===== src/rtl/fifo_rd_prefetch_pkg.sv =====
// Shared definitions for the FIFO read-side prefetch adapter:
// FSM state encoding, data word width and the inflight-counter width helper.
package fifo_rd_prefetch_pkg;

  localparam int WORD_W = 32;

  typedef enum logic [1:0] {
    ST_IDLE    = 2'd0,
    ST_ISSUE   = 2'd1,
    ST_BACKOFF = 2'd2
  } rd_state_e;

  // Width able to hold 0..depth inclusive (request count or occupancy).
  function automatic int infl_w(input int depth);
    return $clog2(depth) + 1;
  endfunction

endpackage


===== src/rtl/fifo_rd_prefetch_rd_skid_buf.sv =====
// In-order skid buffer behind the FIFO read port. Circular storage with
// power-of-two depth; push and pop may coincide at any occupancy, including
// full, because the pop frees the slot the push is about to use.
module rd_skid_buf
  import fifo_rd_prefetch_pkg::*;
#(
  parameter int DEPTH = 4,
  parameter int WIDTH = WORD_W
) (
  input  logic                       clk,
  input  logic                       rst,
  input  logic                       push_i,
  input  logic [WIDTH-1:0]           push_data_i,
  input  logic                       pop_i,
  output logic [WIDTH-1:0]           head_o,
  output logic                       valid_o,
  output logic [$clog2(DEPTH):0]     occ_o
);

  localparam int PW = $clog2(DEPTH);
  localparam int OW = infl_w(DEPTH);

  logic [WIDTH-1:0] mem_q [DEPTH];
  logic [PW-1:0]    wr_ptr_q;
  logic [PW-1:0]    rd_ptr_q;
  logic [OW-1:0]    occ_q;

  logic empty;
  logic full;
  logic do_pop;
  logic do_push;

  assign empty   = (occ_q == '0);
  assign full    = (occ_q == OW'(DEPTH));
  assign do_pop  = pop_i && !empty;
  assign do_push = push_i && (!full || do_pop);

  // Storage entries: cleared on reset, written at the tail on push.
  always_ff @(posedge clk or posedge rst) begin
    if (rst) begin
      for (int i = 0; i < DEPTH; i++) begin
        mem_q[i] <= '0;
      end
    end else if (do_push) begin
      mem_q[wr_ptr_q] <= push_data_i;
    end
  end

  // Pointers wrap naturally at DEPTH; occupancy tracks push minus pop.
  always_ff @(posedge clk or posedge rst) begin
    if (rst) begin
      wr_ptr_q <= '0;
      rd_ptr_q <= '0;
      occ_q    <= '0;
    end else begin
      if (do_push) begin
        wr_ptr_q <= wr_ptr_q + PW'(1);
      end
      if (do_pop) begin
        rd_ptr_q <= rd_ptr_q + PW'(1);
      end
      case ({do_push, do_pop})
        2'b10:   occ_q <= occ_q + OW'(1);
        2'b01:   occ_q <= occ_q - OW'(1);
        default: occ_q <= occ_q;
      endcase
    end
  end

  assign head_o  = mem_q[rd_ptr_q];
  assign valid_o = !empty;
  assign occ_o   = occ_q;

endmodule


===== src/rtl/fifo_rd_prefetch.sv =====
// Read-side prefetch adapter for the ping-pong single-port FIFO.
// Issues RE pulses while read credit remains, captures responses into an
// in-order skid buffer and presents them on a valid/ready stream. An r_err
// (read of an empty FIFO) parks the issuer for RETRY_GAP idle cycles.
// Optional build macro FIFO_RD_STATS_EN adds saturating delivered-word and
// underflow counters; without it rd_cnt/uf_cnt are tied to zero.
module fifo_rd_prefetch #(
  parameter int BUF_DEPTH = 4,
  parameter int RETRY_GAP = 4,
  parameter int CNT_W     = 16
) (
  input  logic                       clk,
  input  logic                       rst,
  input  logic                       enable,
  output logic                       fifo_re,
  input  logic [31:0]                fifo_res,
  input  logic                       fifo_read_valid,
  input  logic                       fifo_r_err,
  output logic [31:0]                m_data,
  output logic                       m_valid,
  input  logic                       m_ready,
  output logic [$clog2(BUF_DEPTH):0] inflight,
  output logic                       proto_err,
  output logic [CNT_W-1:0]           rd_cnt,
  output logic [CNT_W-1:0]           uf_cnt
);

  import fifo_rd_prefetch_pkg::*;

  localparam int IW = infl_w(BUF_DEPTH);
  localparam int GW = $clog2(RETRY_GAP) + 1;
  localparam logic [GW-1:0] GAP_LOAD = GW'(RETRY_GAP - 1);

  rd_state_e     state_q;
  logic [GW-1:0] gap_q;
  logic [IW-1:0] inflight_q;
  logic [IW-1:0] inflight_d;
  logic          proto_err_q;
  logic          proto_err_d;

  logic [IW-1:0] occ;
  logic [IW:0]   credit;
  logic          credit_ok;
  logic          resp;
  logic          infl_nz;
  logic          resp_ok;
  logic          push;
  logic          pop;

  // Credit uses only registered occupancy and inflight, so a pop this cycle
  // frees credit next cycle and m_ready never reaches fifo_re combinationally.
  assign credit    = (IW+1)'(BUF_DEPTH) - (IW+1)'(occ) - (IW+1)'(inflight_q);
  assign credit_ok = (credit != '0);
  assign fifo_re   = (state_q == ST_ISSUE) && enable && credit_ok;

  // A response with nothing outstanding is a protocol error and is dropped.
  assign resp    = fifo_read_valid || fifo_r_err;
  assign infl_nz = (inflight_q != '0);
  assign resp_ok = resp && infl_nz;
  assign push    = fifo_read_valid && infl_nz;
  assign pop     = m_valid && m_ready;

  // Issue FSM with retry backoff; r_err is honoured in every state.
  always_ff @(posedge clk or posedge rst) begin
    if (rst) begin
      state_q <= ST_IDLE;
      gap_q   <= '0;
    end else begin
      case (state_q)
        ST_IDLE: begin
          if (fifo_r_err) begin
            state_q <= ST_BACKOFF;
            gap_q   <= GAP_LOAD;
          end else if (enable) begin
            state_q <= ST_ISSUE;
          end
        end
        ST_ISSUE: begin
          if (fifo_r_err) begin
            state_q <= ST_BACKOFF;
            gap_q   <= GAP_LOAD;
          end else if (!enable) begin
            state_q <= ST_IDLE;
          end
        end
        ST_BACKOFF: begin
          if (fifo_r_err) begin
            gap_q <= GAP_LOAD;
          end else if (gap_q == '0) begin
            state_q <= enable ? ST_ISSUE : ST_IDLE;
          end else begin
            gap_q <= gap_q - GW'(1);
          end
        end
        default: begin
          state_q <= ST_IDLE;
          gap_q   <= '0;
        end
      endcase
    end
  end

  // Outstanding-request and sticky protocol-error next state.
  always_comb begin
    inflight_d  = inflight_q;
    proto_err_d = proto_err_q;
    case ({fifo_re, resp_ok})
      2'b10:   inflight_d = inflight_q + IW'(1);
      2'b01:   inflight_d = inflight_q - IW'(1);
      default: inflight_d = inflight_q;
    endcase
    if (resp && !infl_nz) begin
      proto_err_d = 1'b1;
    end
  end

  // Outstanding-request counter and sticky protocol-error flag.
  always_ff @(posedge clk or posedge rst) begin
    if (rst) begin
      inflight_q  <= '0;
      proto_err_q <= 1'b0;
    end else begin
      inflight_q  <= inflight_d;
      proto_err_q <= proto_err_d;
    end
  end

  assign inflight  = inflight_q;
  assign proto_err = proto_err_q;

  rd_skid_buf #(
    .DEPTH (BUF_DEPTH),
    .WIDTH (WORD_W)
  ) u_skid (
    .clk         (clk),
    .rst         (rst),
    .push_i      (push),
    .push_data_i (fifo_res),
    .pop_i       (pop),
    .head_o      (m_data),
    .valid_o     (m_valid),
    .occ_o       (occ)
  );

`ifdef FIFO_RD_STATS_EN
  logic [CNT_W-1:0] rd_cnt_q;
  logic [CNT_W-1:0] uf_cnt_q;

  // Saturating statistics: words delivered and underflow responses seen.
  always_ff @(posedge clk or posedge rst) begin
    if (rst) begin
      rd_cnt_q <= '0;
      uf_cnt_q <= '0;
    end else begin
      if (pop && (rd_cnt_q != '1)) begin
        rd_cnt_q <= rd_cnt_q + CNT_W'(1);
      end
      if (fifo_r_err && (uf_cnt_q != '1)) begin
        uf_cnt_q <= uf_cnt_q + CNT_W'(1);
      end
    end
  end

  assign rd_cnt = rd_cnt_q;
  assign uf_cnt = uf_cnt_q;
`else
  assign rd_cnt = '0;
  assign uf_cnt = '0;
`endif

endmodule

===== config.mk =====
export PLATFORM = sky130hd
export DESIGN_NAME = fifo_rd_prefetch
export DESIGN_NICKNAME = d
export VERILOG_FILES = /design/src/rtl/fifo_rd_prefetch_pkg.sv /design/src/rtl/fifo_rd_prefetch_rd_skid_buf.sv /design/src/rtl/fifo_rd_prefetch.sv
export SDC_FILE = /design/constraint.sdc
export NUM_CORES = 1
export LEC_CHECK = 0
export CAP_MARGIN = 20
export CORE_ASPECT_RATIO = 1.25
export CORE_MARGIN = 4
export CORE_UTILIZATION = 45
export CTS_BUF_LIST = sky130_fd_sc_hd__clkbuf_2 sky130_fd_sc_hd__clkbuf_4 sky130_fd_sc_hd__clkbuf_8
export DETAILED_ROUTE_END_ITERATION = 10
export HOLD_SLACK_MARGIN = 0.06
export PLACE_DENSITY = 0.8
export SETUP_SLACK_MARGIN = 0.3
export SYNTH_ARGS = -nofsm -noshare
export SYNTH_HDL_FRONTEND = slang
export SYNTH_SLANG_ARGS = --single-unit

===== constraint.sdc =====
create_clock -name clk -period 4.4 [get_ports clk]
set_input_delay 0.44 -clock clk [delete_from_list [all_inputs] [get_ports clk]]
set_output_delay 0.44 -clock clk [all_outputs]
set_load 0.005 [all_outputs]

==> metrics.yaml, run 1 <==
status: "completed"
fmax_mhz: 306.9
grt_max_degree: 77
drt_iter0_drc: 127
die-area_sq_um: 17180
routabilityCongestion: 0.7966
slowest_stage: "clkdlybuf4s50_1"
synth_mux_area_share_pct: 32.19
synth_top_family_by_area: "multiplexers"
hp-class: "reg -> reg"
grt_use_total_pct: 16.59
top_layer: "met4"
drive_gt1_share_pct: 39.81
synth_compound_gate_area_share_pct: 1.065
clock_latency_ns: 0.44
period_minus_slack_ns: 3.258
slew_viol_final: 0
place_area_sq_um: 7622
switching_power_uw: 1911
die_h_microns: 145.6
routed_via_density: 5.253
worst_setup_path_end_kind: "primary output"
yosysSeqAreaShare_pct: 52.89
slew_headroom_pct: 39.29
post_cts_buffers: 0
synth_fa_ha_area_share_pct: 3.085
cts_made_buffers: 17
wl_met3_microns: 632
cts-root-buf: "clkbuf_8"
dr.pass1.iters: 4
p_comb_share_pct: 44.0
cts_tree: "yes"
ctsResizeCount: 0
syn_area_per_cell_sq_um: 15.38
grt_pass1_vias: 4335
insertedDiodeCount: 0
finalSetupViolations: 0
fin_area_sq_um: 8036
internal_power_uw: 4442
tightestPinTransition_ns: 0.9106
rsz0062_at_grt: "false"
wl_met2_microns: 7132
hold_violations: 0
fin_crit_sh_pct: 74.06
dieWidth_microns: 118.1
antenna_found_initial: 0
p_leak_uw: 0.003392
ctsHoldBuffers: 0
vias: 3793
cts_sinks: 144
core_sq_um: 14890
h-tree-depth: 4
startpoint_type: "flip-flop"
critical_path.most_common_cell: "ha_1"
synthSimpleGateAreaFrac_pct: 2.516
synth.yosys.warnings: 0
dp_hpwl_microns: 9258
crit_type: "reg -> out"
grt.overflow.total: 0
skew_ns: 0.008002
grt_pass1_wl_microns: 22580
cp_max_fo: 5
synth.distinct_cells: 31
wl_met1_microns: 5542
worstPathCellList: "inv_1 > ha_1 > ha_1 > fa_1 > nor4_1 > nor3_1 > clkdlybuf4s50_1"
critical-path-max-stage-delay_ns: 0.46
switching_share_pct: 30.09
pwr-share-seq_pct: 39.0
avgRoutedWirePerCell_microns: 18.69
routed_wl_microns: 13490
required_ns: 3.96
antenna_left: 0
syn_to_final_growth_pct: 17.96
synth_xor_area_share_pct: 1.286
fillers: 1244
power_density_nw_per_um2: 790.5
setup_tns_ns: 0
boundaryPins: 108
syn_area_sq_um: 6813
start_util_pct: 45.76
fin_nets: 580
rows: 50
clkSlewWorstSetupHoldPaths_ns: 0.07
clk_path_buf_depth: 2
ir_drop_uv: 423.3
synth_cells: 443
drc: 0
maxCapViolations: 0
io_buffer_count: 75
power_frac_clock_pct: 17.0
ys_seq_elements: 144
critPathArrivalTime_ns: 2.82
[final cells by class]
class	instances	area [sq um]	area share [%]
clock inverters	11	137.6	1.713
repair buffers	87	853.3	10.62
multi-input cells	262	2875	35.78
flip-flops and latches	144	3606	44.87
inverters	15	60.06	0.7473
well taps	182	227.7	2.834
clock buffers	21	276.5	3.441
[cell usage after synthesis, drive strengths merged]
| cell | number | area, sq um |
|---|---|---|
| dfrtp | 144 | 3603 |
| nor4 | 1 | 6.260 |
| nand2 | 8 | 30.03 |
| ha | 12 | 150.1 |
| nor4b | 1 | 15.01 |
| mux4 | 32 | 720.7 |
| fa | 3 | 60.06 |
| nor2 | 4 | 15.01 |
| nor2b | 2 | 12.51 |
| xor2 | 5 | 43.79 |
| nor4bb | 1 | 10.01 |
| mux2 | 129 | 1453 |
| nand2b | 1 | 6.260 |
| nand3b | 1 | 7.510 |
| xnor2 | 5 | 43.79 |
| a21oi | 5 | 25.02 |
| o21ai | 1 | 5.000 |
| or3 | 3 | 20.02 |
| nor3 | 8 | 40.04 |
| and3b | 1 | 8.760 |
| o31a | 3 | 27.53 |
| buf | 48 | 395.4 |
| inv | 15 | 56.30 |
| clkbuf | 5 | 18.77 |
| conb | 1 | 3.750 |
| o21bai | 2 | 15.01 |
| mux2i | 2 | 20.02 |
[logic make-up after synthesis]
kind of cell | after synthesis
DFF | 144
muxes | 163
buffers and inverters | 68
AOI/OAI and AO/OA | 11
other | 1
adders and majority gates | 15
and+or+nand+nor | 31
xor gates and xnor gates | 10
[final timing paths]
check / from / cells after the start / slack [ns] / end
max: inflight[0] / 7 / 1.14 / fifo_re
min: proto_err / 1 / 0.50 / proto_err
max reg2reg: inflight[0] / 12 / 1.24 / inflight[2]
min reg2reg: proto_err / 1 / 0.50 / proto_err
max in group asynchronous: rst / 3 / 2.98 / u_skid.mem_q[48]
min in group asynchronous: rst / 2 / 0.51 / u_skid.mem_q[55]
[power by group through the flow]
stage          Clock, uW  Combinational [uW]  Sequential, uW
4_1_cts             1110                2860            2490
3_5_place_dp           0                2850            2510
6_report            1080                2800            2480
2_1_floorplan          0                1960            2260
5_1_grt             1170                3040            2570
3_3_place_gp           0                2760            2430
[sequential cells by signal, indices dropped and copies added (netlist names)]
signal,cells
gap_q,3
inflight,3
proto_err,1
state_q,2
u_skid.mem_q,128
u_skid.occ_o,3
u_skid.rd_ptr_q,2
u_skid.wr_ptr_q,2
[metal layers]
metal | vias to the layer above | track usage, %
li1 | 1688 | -
met1 | 2008 | 19.92
met2 | 82 | 28.46
met3 | 15 | 5.093
met4 | 0 | 5.689
met5 | - | 0
[per-stage QoR]
step                total power [uW]  std cells  util (%)  setup slack (ns)  hold WS (ns)
detailed placement              5356        690     51.19             1.239        0.4771
floorplan                       4217        474         -             1.584        0.4678
CTS                             6457        722     53.97             1.088        0.5054
global route                    6778        722     53.97            0.9809        0.5174
finish                          6353        722     53.97             1.142        0.4995
global placement                5187        690     51.19             1.456        0.4651
[worst max-delay path: cells and delay by family, from the launching register on]
kind | cells | cell delay, ns
adder cells (fa/ha/maj) | 3 | 0.87
buffers and inverters | 2 | 0.58
flip-flops | 1 | 0.44
AND/OR/NAND/NOR | 2 | 0.48
[layout by cell type (no fill, tap or decap), drive strengths merged]
master and instances:
dfrtp 144, mux2 129, clkdlybuf4s50 75, mux4 32, conb 32, clkbuf 21, inv 14, ha 12
buf 12, nand2 8, nor3 8, xnor2 5, xor2 5, a21oi 5, clkinv 5, nor2 4
clkinvlp 4, fa 3, bufinv 3, or3 3, o31a 3, mux2i 2, nor2b 2, o21bai 2
nor4b 1, nand3b 1, nand2b 1, o21ai 1, and3b 1, nor4 1, nor4bb 1
(Power assumes the default switching activity.)
==> run 2: changes to the inputs <==
==> constraint.sdc (replaced) <==
create_clock -name clk -period 2.6 [get_ports clk]
set_input_delay 0.26 -clock clk [delete_from_list [all_inputs] [get_ports clk]]
set_output_delay 0.26 -clock clk [all_outputs]
set_load 0.005 [all_outputs]
==> metrics.yaml, run 2 (same netlist as run 1, synthesis figures left out) <==
status: "finished with violations"
violations: "negative setup slack"
dieWidth_microns: 118.1  # unchanged
cts_made_buffers: 17  # unchanged
h-tree-depth: 4  # unchanged
routed_wl_microns: 14100  # +4.5%
required_ns: 2.96  # -1.00 ns
boundaryPins: 108  # unchanged
cp_max_fo: 2  # -3
rsz0062_at_grt: "true"
mostFrequentLayoutCells: "142 x dfrtp_1, 129 x mux2_2, 41 x clkdlybuf4s50_1"
power_density_nw_per_um2: 1317  # +67%
tightestPinTransition_ns: 0.8306  # -0.08003 ns
routabilityCongestion: 0.7834  # -1.7%
fin_crit_sh_pct: 109.3
grt_max_degree: 47  # -39%
drt_iter0_drc: 149  # +17%
dp_hpwl_microns: 9410  # +1.6%
period_minus_slack_ns: 2.842
top_register: "u_skid.mem_q"
hp-class: "in -> async"
ir_drop_uv: 642.3  # +52%
fin_ws_ns: -0.2423  # -1.384 ns
finalSetupViolations: 3  # +3
skew_ns: 0.01153  # +0.003526 ns
syn_to_final_growth_pct: 22.53
io_buffer_count: 75  # unchanged
cts_tree: "yes"
crit_type: "reg -> reg"
maxCapViolations: 0  # unchanged
drc: 0  # unchanged
slew_headroom_pct: 44.20  # +4.9 points
clock_latency_ns: 0.44  # about the same
start_util_pct: 45.76  # unchanged
finalPower_uw: 11000  # +73%
grt_pass1_vias: 4463  # +3.0%
layout_commonest_cell: "dfrtp_1"
r2r.worst_path.cells: 12  # unchanged
grt.overflow.total: 0  # unchanged
cts_sinks: 144  # unchanged
clk_path_buf_depth: 2  # unchanged
dp_slack_ns: -0.2690  # -1.508 ns
dr.pass1.iters: 4  # unchanged
grt_pass1_wl_microns: 23470  # +4.0%
critPathArrivalTime_ns: 3.20  # +0.38 ns
vias: 3928  # +3.6%
die-area_sq_um: 17180  # unchanged
slew_viol_final: 0  # unchanged
antenna_left: 0  # unchanged
insertedDiodeCount: 0  # unchanged
routed_via_density: 5.230  # -0.44%
p_leak_uw: 0.003633  # +7.1%
fin_nets: 611  # +5.3%
core_sq_um: 14890  # unchanged
grt_use_total_pct: 17.46  # +0.87 points
drive_gt1_share_pct: 47.10  # +7.3 points
fmax_mhz: 351.8
largest_reg_flops: 128  # unchanged
cts-root-buf: "clkbuf_8"
rows: 50  # unchanged
startpoint_type: "flip-flop"
setup_tns_ns: -0.4504  # -0.4504 ns
fillers: 1199  # -3.6%
avgRoutedWirePerCell_microns: 18.78  # +0.48%
multi_input_area_sq_um: 2944  # +2.4%
ctsHoldBuffers: 0  # unchanged
hold_violations: 0  # unchanged
die_h_microns: 145.6  # unchanged
antenna_found_initial: 1  # +1
worst_setup_path_end_kind: "flip-flop"
seqCellArea_sq_um: 3608  # about the same
clkSlewWorstSetupHoldPaths_ns: 0.07  # about the same
==> run 2: changes by cell type in the layout (fill, tap and decap cells not counted), moves of 5 or more <==
cell / delta
clkdlybuf4s50_1: -34
buf_4: +22
dlygate4sd2_1: +21
clkbuf_2: +12
buf_12: +5
==> run 2: power breakdown <==
group / total, uW / switching (uW) / internal, uW
combinational: 5240 / 2000 / 3240
sequential: 4020 / 619 / 3400
clock: 1740 / 822 / 914
==> run 2: what timing repair did <==
| item | 4_1_cts | 5_1_grt |
|---|---|---|
| endpoints found under the setup margin | 36 | 16 |
| gates cloned | 2 | 0 |
| pin swaps | 5 | 6 |
| setup buffers | 9 | 4 |
| resized for setup | 52 | 23 |
==> run 2: worst paths after layout <==
check,slack [ns],endpoint,start
setup / recovery,-0.24,inflight[2],u_skid.occ_o[1]
hold / removal,0.24,u_skid.mem_q[67],rst
setup reg to reg,-0.24,inflight[2],u_skid.occ_o[1]
hold reg to reg,0.50,proto_err,proto_err
max in group asynchronous,1.72,u_skid.mem_q[15],rst
min in group clk,0.44,state_q[0],enable
==> run 2: layout make-up <==
| type | instances | area share [%] |
|---|---|---|
| clock buffer | 21 | 3.312 |
| clock inverter | 9 | 1.319 |
| inverter | 15 | 0.7194 |
| multi-input combinational | 262 | 35.27 |
| sequential | 144 | 43.23 |
| tap | 182 | 2.728 |
| timing repair buffer | 118 | 13.43 |
==> run 2: per-layer routing <==
metal | GRT usage (%) | up-vias | part of all wire [%]
met4 | 5.982 | 2 | 1.3
met1 | 20.44 | 2059 | 41
met2 | 30.59 | 88 | 53
met5 | 0 | - | 0.13
li1 | - | 1760 | -
met3 | 5.288 | 19 | 4.6
==> run 2: critical path: stages (launching register included) <==
cell and delay (ns):
dfrtp_1 0.39, ha_1 0.29, inv_1 0.06, ha_2 0.17, fa_2 0.46, nor4_4 0.31
or3_4 0.18, ha_4 0.12, inv_2 0.04, fa_2 0.33, xor2_1 0.14, nor2_1 0.11
xor2_1 0.17
==> run 2: metrics by stage <==
| stage | instance area (sq um) | hold WS, ns | std cells | util [%] |
|---|---|---|---|---|
| finish | 8348 | 0.2415 | 751 | 56.07 |
| global route | 8348 | 0.2461 | 751 | 56.07 |
| CTS | 8327 | 0.2237 | 747 | 55.92 |
| detailed placement | 7804 | 0.4866 | 706 | 52.41 |
| global placement | 7804 | 0.4641 | 706 | 52.41 |
| floorplan | 6957 | 0.3231 | 474 | - |
